--- src/rtl/ff_pipe_arbiter.sv ---
// Round-robin, burst-bounded, credit-gated arbiter driving the cs input of a shared
// two-stage register pipeline, with a matching valid/tag shift register for ns.
module ff_pipe_arbiter #(
    parameter int unsigned WIDTH   = 4,
    parameter int unsigned BURST   = 4,
    parameter int unsigned CREDITS = 3,
    localparam int unsigned CW     = $clog2(CREDITS + 1)
) (
    input  logic             clock,
    input  logic             reset_n,
    input  logic             req0_valid,
    input  logic [WIDTH-1:0] req0_data,
    output logic             req0_ready,
    input  logic             req1_valid,
    input  logic [WIDTH-1:0] req1_data,
    output logic             req1_ready,
    input  logic             credit_return,
    output logic [WIDTH-1:0] pipe_cs,
    output logic             out_valid,
    output logic             out_tag,
    output logic [CW-1:0]    credits
);

    localparam int unsigned BW = $clog2(BURST + 1);
    localparam logic [BW-1:0] BURST_MAX = BW'(BURST);
    localparam logic [BW-1:0] BURST_ONE = BW'(1);
    localparam logic [CW-1:0] CRED_MAX  = CW'(CREDITS);

    typedef enum logic [1:0] {
        IDLE   = 2'd0,
        SERVE0 = 2'd1,
        SERVE1 = 2'd2
    } state_t;

    state_t           state_q, state_d;
    logic             last_q, last_d;
    logic [BW-1:0]    burst_q, burst_d;
    logic [CW-1:0]    credits_q, credits_d;
    logic [WIDTH-1:0] pipe_cs_q, pipe_cs_d;
    logic [2:0]       vld_q;
    logic [2:0]       tag_q;
    logic             gnt0, gnt1, issue;

    always_comb begin
        gnt0    = 1'b0;
        gnt1    = 1'b0;
        state_d = state_q;
        burst_d = burst_q;
        // With no credits everything holds: no grant, no state or burst change.
        if (credits_q != '0) begin
            unique case (state_q)
                IDLE: begin
                    if (req0_valid && (!req1_valid || last_q)) begin
                        gnt0 = 1'b1; state_d = SERVE0; burst_d = BURST_ONE;
                    end else if (req1_valid) begin
                        gnt1 = 1'b1; state_d = SERVE1; burst_d = BURST_ONE;
                    end
                end
                SERVE0: begin
                    if (req0_valid && burst_q < BURST_MAX) begin
                        gnt0 = 1'b1; burst_d = burst_q + BURST_ONE;
                    end else if (req1_valid) begin
                        gnt1 = 1'b1; state_d = SERVE1; burst_d = BURST_ONE;
                    end else if (req0_valid) begin
                        gnt0 = 1'b1; burst_d = BURST_ONE;
                    end else begin
                        state_d = IDLE;
                    end
                end
                SERVE1: begin
                    if (req1_valid && burst_q < BURST_MAX) begin
                        gnt1 = 1'b1; burst_d = burst_q + BURST_ONE;
                    end else if (req0_valid) begin
                        gnt0 = 1'b1; state_d = SERVE0; burst_d = BURST_ONE;
                    end else if (req1_valid) begin
                        gnt1 = 1'b1; burst_d = BURST_ONE;
                    end else begin
                        state_d = IDLE;
                    end
                end
                default: state_d = IDLE;
            endcase
        end
    end

    always_comb begin
        issue     = gnt0 | gnt1;
        last_d    = gnt1 ? 1'b1 : (gnt0 ? 1'b0 : last_q);
        pipe_cs_d = gnt0 ? req0_data : (gnt1 ? req1_data : '0);
        credits_d = credits_q;
        if (issue && !credit_return) begin
            credits_d = credits_q - CW'(1);
        end else if (!issue && credit_return && credits_q != CRED_MAX) begin
            credits_d = credits_q + CW'(1);
        end
    end

    always_ff @(posedge clock or negedge reset_n) begin
        if (!reset_n) begin
            state_q   <= IDLE;
            last_q    <= 1'b1;
            burst_q   <= '0;
            credits_q <= CRED_MAX;
            pipe_cs_q <= '0;
            vld_q     <= '0;
            tag_q     <= '0;
        end else begin
            state_q   <= state_d;
            last_q    <= last_d;
            burst_q   <= burst_d;
            credits_q <= credits_d;
            pipe_cs_q <= pipe_cs_d;
            vld_q     <= {vld_q[1:0], issue};
            tag_q     <= {tag_q[1:0], gnt1};
        end
    end

    assign req0_ready = gnt0;
    assign req1_ready = gnt1;
    assign pipe_cs    = pipe_cs_q;
    assign out_valid  = vld_q[2];
    assign out_tag    = tag_q[2];
    assign credits    = credits_q;

endmodule

--- config.mk ---
export PLATFORM = sky130hd
export DESIGN_NAME = ff_pipe_arbiter
export DESIGN_NICKNAME = d
export VERILOG_FILES = /design/src/rtl/ff_pipe_arbiter.sv
export SDC_FILE = /design/constraint.sdc
export NUM_CORES = 1
export LEC_CHECK = 0
export ABC_CLOCK_PERIOD_IN_PS = 1750
export CORE_UTILIZATION = 44
export CTS_CLUSTER_DIAMETER = 150
export CTS_CLUSTER_SIZE = 10
export DETAILED_ROUTE_END_ITERATION = 6
export GPL_ROUTABILITY_DRIVEN = 0
export PLACE_DENSITY = 0.71
export SYNTH_ARGS = -nofsm -noshare
export SYNTH_HDL_FRONTEND = slang
export SYNTH_SLANG_ARGS = --single-unit
--- constraint.sdc ---
create_clock -name clock -period 1.75 [get_ports clock]
set_input_delay 0.35 -clock clock [delete_from_list [all_inputs] [get_ports clock]]
set_output_delay 0.35 -clock clock [all_outputs]
set_load 0.02 [all_outputs]
=== Word level (Yosys, flattened, before mapping) ===
Cells that the tools add are included.

* Add/sub/neg operators: 3
* Order comparisons: 1
* Equality and inequality tests: 9
* Muxes and demuxes: 37
* Bitwise logic cells: 1
* Reduce and logical (&&, ||, !) cells: 17

{| class="wikitable"
|+ Operators by type and width
! operator !! number
|-
| two-way mux 3 bit || 7
|-
| two-way mux 2 bit || 10
|-
| two-way mux 1 bit || 14
|-
| inequality test 3 bit, second input constant || 3
|-
| case mux 3 bit (3 select lines) || 1
|-
| two-way mux 4 bit || 2
|-
| logical AND 1 bit || 6
|-
| inequality test 2 bit, second input constant || 3
|-
| case mux 1 bit (3 select lines) || 2
|-
| case mux 2 bit (3 select lines) || 1
|-
| AND reduction 6 bit || 1
|-
| nonzero test 2 bit || 3
|-
| inequality test 4 bit, second input constant || 1
|-
| adder 3 x 1 -> 3 bit, second input constant || 1
|-
| zero test 1 bit || 3
|-
| < comparator 3 bit, second input constant || 1
|-
| AND reduction 3 bit || 1
|-
| nonzero test 3 bit || 1
|-
| adder 2 x 1 -> 2 bit, second input constant || 1
|-
| equality test 2 x 1 -> 1 bit, second input constant || 1
|-
| equality test 2 bit, second input constant || 1
|-
| zero test 2 bit || 1
|-
| subtractor 2 x 1 -> 2 bit, second input constant || 1
|-
| logical OR 1 bit || 1
|-
| OR 1 bit || 1
|}

* Flip-flop bits (word level): 18
* Bits of input ports: 13
* Word-level logic and storage cells: 75

=== Depth between registers and ports, before layout ===
* Word-level depth: 12
* Depth in mapped cells: 8

=== Worst setup path after synthesis ===
Ideal clock, no wire load.

* Path type: reg-to-output
* From: reg state_q[1]
* To: out req0_ready
* Arrival time: 1.706 ns
* Required time: 1.400 ns
* Slack: -0.306 ns
* Stages on the path, launching flop included: 8
* Path buffers: 1
* Path through: dfrtp_1 -> inv_1 -> ha_1 -> a21boi_0 -> o221ai_2 -> and2_1 -> buf_2 -> nor2_1

* Cells in the longest elaborated chain, start to end: 3

{| class="wikitable"
|+ Ends and longest elaborated chain
! item !! line !! text
|-
| start: declaration || 35 || <nowiki>state_t state_q, state_d;</nowiki>
|-
| start signal: assignment || 108 || <nowiki>state_q <= state_d;</nowiki>
|-
| equality test 2 bit, or another cell as far along || 51 || <nowiki>unique case (state_q)</nowiki>
|-
| case mux 1 bit (3 select lines) (*) || 51 ||
|-
| two-way mux 1 bit (*) || 50 || <nowiki>if (credits_q != '0) begin</nowiki>
|-
| end: declaration || 13 || <nowiki>output logic req0_ready,</nowiki>
|}

Mark *: on every way between the ends. The rest lies on a longest branch, timed or not.

=== Worst setup path in the final report ===
* From: reg state_q[0]
* To: out req0_ready

Same word-level chain as after synthesis.

==> impl_results.md <==
* Status: finished, violations left
* Failing checks: setup timing
* Crit. End Element: primary output
* Tcrit/Tclk final at 119%
* Vias in the first global route at between 1000 and 1500
* Worst-path clk slew at approximately 0.10 ns
* Mapped Nets at 130
* Worst-Margin Slew at ~0.35 ns
* Synth unique cells at 38
* CTS sink cnt at 18
* Detailed Route WL at 2950 um
* Crit path max-delay cell type: dfrtp_2
* Worst min path class: input port to async pin
* CP Max Fanout at 5
* Via count at about 1100
* Top cell type by total area after synthesis: dfrtp_1
* Max VDD drop at about 0.0013 V
* Multi-input gate area at about 710 um^2
* Top-count cell post-synth: dfrtp_1
* Pre-Repair DR Iteration Count at 5
* CP Data Arrival Time at 1.73 ns
* Clk_skew at about 0.0045 ns
* Via/cell ratio at between 5 and 6
* Initial antenna violation count at 0
* Layout area overhead at 67.2%
* Hold Vio Cnt, Final at 0
* Critical path's top delay family: flip-flops
* PD cells at 1870 nW/um^2
* Chip Height at 50.8 um
* Top post-synthesis cells by count: dfrtp_1 (15), nand2_1 (12), a21oi_1 (8), nor2_1 (8), inv_1 (7)
* Post-detail-place hpwl at between 1500 and 2000 um
* Initial Util at between 40% and 50%
* Clock root cell: clkbuf_4
* Crit path cell chain: ha_4 -> a21boi_4 -> o221ai_2 -> and2_4 -> nor2_4 -> buf_6
* Placed Area at about 1500 um^2
* Fill count at around 140
* Synth warn at 0
* Mean routed wirelength per cell at approximately 15 um
* I/O pin total at 23
* Final Cell Area at around 1800 um^2
* Die Wd at 50.8 um
* Final min period at approximately 2.1 ns
* Syn_area_per_cell at about 9.5 um^2
* Top cell type's share of synthesized area at about 36%
* CTS Buffer Depth at 2
* Clk_lat worst skew at slightly above 0.3 ns
* Rel. slew slack at about three quarters
* Final WS setup at -0.326 ns
* Final ANT Viol Nets at 0
* RSZ-0062 raised after global routing: true
* All-Layer GR Usage at a little over a quarter
* Die ar. at between 2000 and 3000 um^2
* Worst setup SP type: flip-flop
* Port bufs at 22
* Number of antenna diodes at 0
* Core area at approximately 2200 um^2
* Largest net degree at the start of global routing at 19
* Area contributors post-synth: dfrtp_1 (36%), dfstp_2 (7.5%), ha_1 (7.2%), nand2_1 (4.3%), a21oi_1 (3.8%)
* CTS tree: done
* Row cnt at 17
* Final net count at roughly 180
* H-tree depth at 1
* Async S/R FF share, synth at between 90% and 100%
* Cells after Synth at between 100 and 150
* Fmax at between 400 and 500 MHz
* Fin cells at about 190
* Maxcap violations at 0
* Final Slew Violations at 0
* Post-synth EDFFs at 0
* CP max stage delay at around 0.5 ns
* Buf+Inv Stages, Crit Path at 1
* Iteration-0 DRC Markers at 14
* Hold buffer count at CTS at 0
* Placed cells at around 180
* Leakage at a little under 0.8 nW
* Setup violators final at 3
* Storage element area at about 460 um^2
* CP Class: flip-flop to primary output
* Seq cells post-synth at 18
* Mapped Area at between 1000 and 1500 um^2
* Tot Pwr at 3.28 mW
* Total CTS buffers at 3
* WP data required at between 1 and 1.5 ns
* Ys flop type: dfrtp_1
* Share of cells above drive strength 1 at 42.3%
* DRC violations left at 0
* Post-synthesis sequential area ratio at 43.3%
* GRT Residual Overflow at 0
* First-pass GRT wire length at between 4000 and 5000 um
area by class of cell:
class / instances / area share, %
clock buffer: 4 / 2.07
inverter: 8 / 1.85
multi-input combinational: 78 / 40.7
sequential: 18 / 25.9
tap: 28 / 2.00
timing repair buffer: 55 / 27.4
routing by layer:
metal | vias up | GRT usage [%] | share of wire (%)
met4 | 0 | 18.1 | 4.3
met1 | 528 | 29.5 | 40
li1 | 498 | - | -
met3 | 10 | 5.95 | 3.2
met2 | 33 | 44.0 | 52
met5 | - | 0 | 0
state kept, by name (all words and copies together) (netlist names):
name,count
credits,2
state_q,2
vld_q,3
tag_q,3
burst_q,3
last_q,1
pipe_cs,4
cell usage in the layout (no fill, tap or decap), types with 2 or more instances in the layout:
master,instances
mux2i_1,2
inv_2,2
a21oi_1,6
a31oi_1,3
nand3_1,6
buf_6,6
a21oi_2,2
clkdlybuf4s50_1,17
o21ai_1,2
dfstp_2,3
nor2_1,5
dfrtp_1,14
ha_4,4
nand2_1,12
o21ai_0,2
dlygate4sd2_1,3
inv_1,5
nor2_4,3
a31oi_4,2
nand2b_1,3
clkbuf_4,3
buf_4,29
where the power goes:
| group | switching, mW | internal, mW |
|---|---|---|
| clock network | 0.138 | 0.127 |
| logic | 1.11 | 1.15 |
| registers | 0.129 | 0.630 |
| total | 1.38 | 1.91 |
metrics by stage:
stage	utilization (%)	setup TNS [ns]	setup slack (ns)	hold WS, ns
5_1_grt	78.6	-0.977	-0.387	0.370
3_3_place_gp	67.3	-3.17	-0.689	0.332
6_report	78.6	-0.670	-0.326	0.357
2_1_floorplan	-	-0.0172	-0.0172	0.0544
3_5_place_dp	67.3	-3.79	-0.723	0.336
4_1_cts	75.9	-0.551	-0.259	0.368
what timing repair did:
action / 4_1_cts / 5_1_grt
setup buffers: 5 / 1
hold endpoints to repair: 0 / 0
gates resized for setup: 39 / 9
endpoints found under the setup margin: 11 / 10
pin swaps: 10 / 6
final timing paths:
path	start	to	slack, ns	cells past startpoint
worst max-delay path	state_q[0]$_DFFE_PN0P_	req0_ready	-0.33	6
worst min-delay path	reset_n	tag_q[0]$_DFF_PN0_	0.36	2
worst max register to register	state_q[1]$_DFFE_PN0P_	credits[0]$_DFFE_PN1P_	-0.06	9
worst min register to register	tag_q[1]$_DFF_PN0_	tag_q[2]$_DFF_PN0_	0.36	0
max in group asynchronous	reset_n	last_q$_DFFE_PN1P_	1.14	2
min in group clock	tag_q[1]$_DFF_PN0_	tag_q[2]$_DFF_PN0_	0.36	0
cells by family (layout without fill, tap and decap cells):
kind of cell / count (synthesis) / in the layout / share of synthesized area [%]
buffers and inverters: 15 / 67 / 7.39
DFF: 18 / 18 / 43.3
muxes: 3 / 3 / 2.86
and+or+nand+nor: 34 / 34 / 14.7
xor gates and xnor gates: 1 / 1 / 0.834
adders and majority gates: 6 / 6 / 7.15
AOI/OAI and AO/OA: 34 / 34 / 23.8
(Power assumes the default switching activity.)
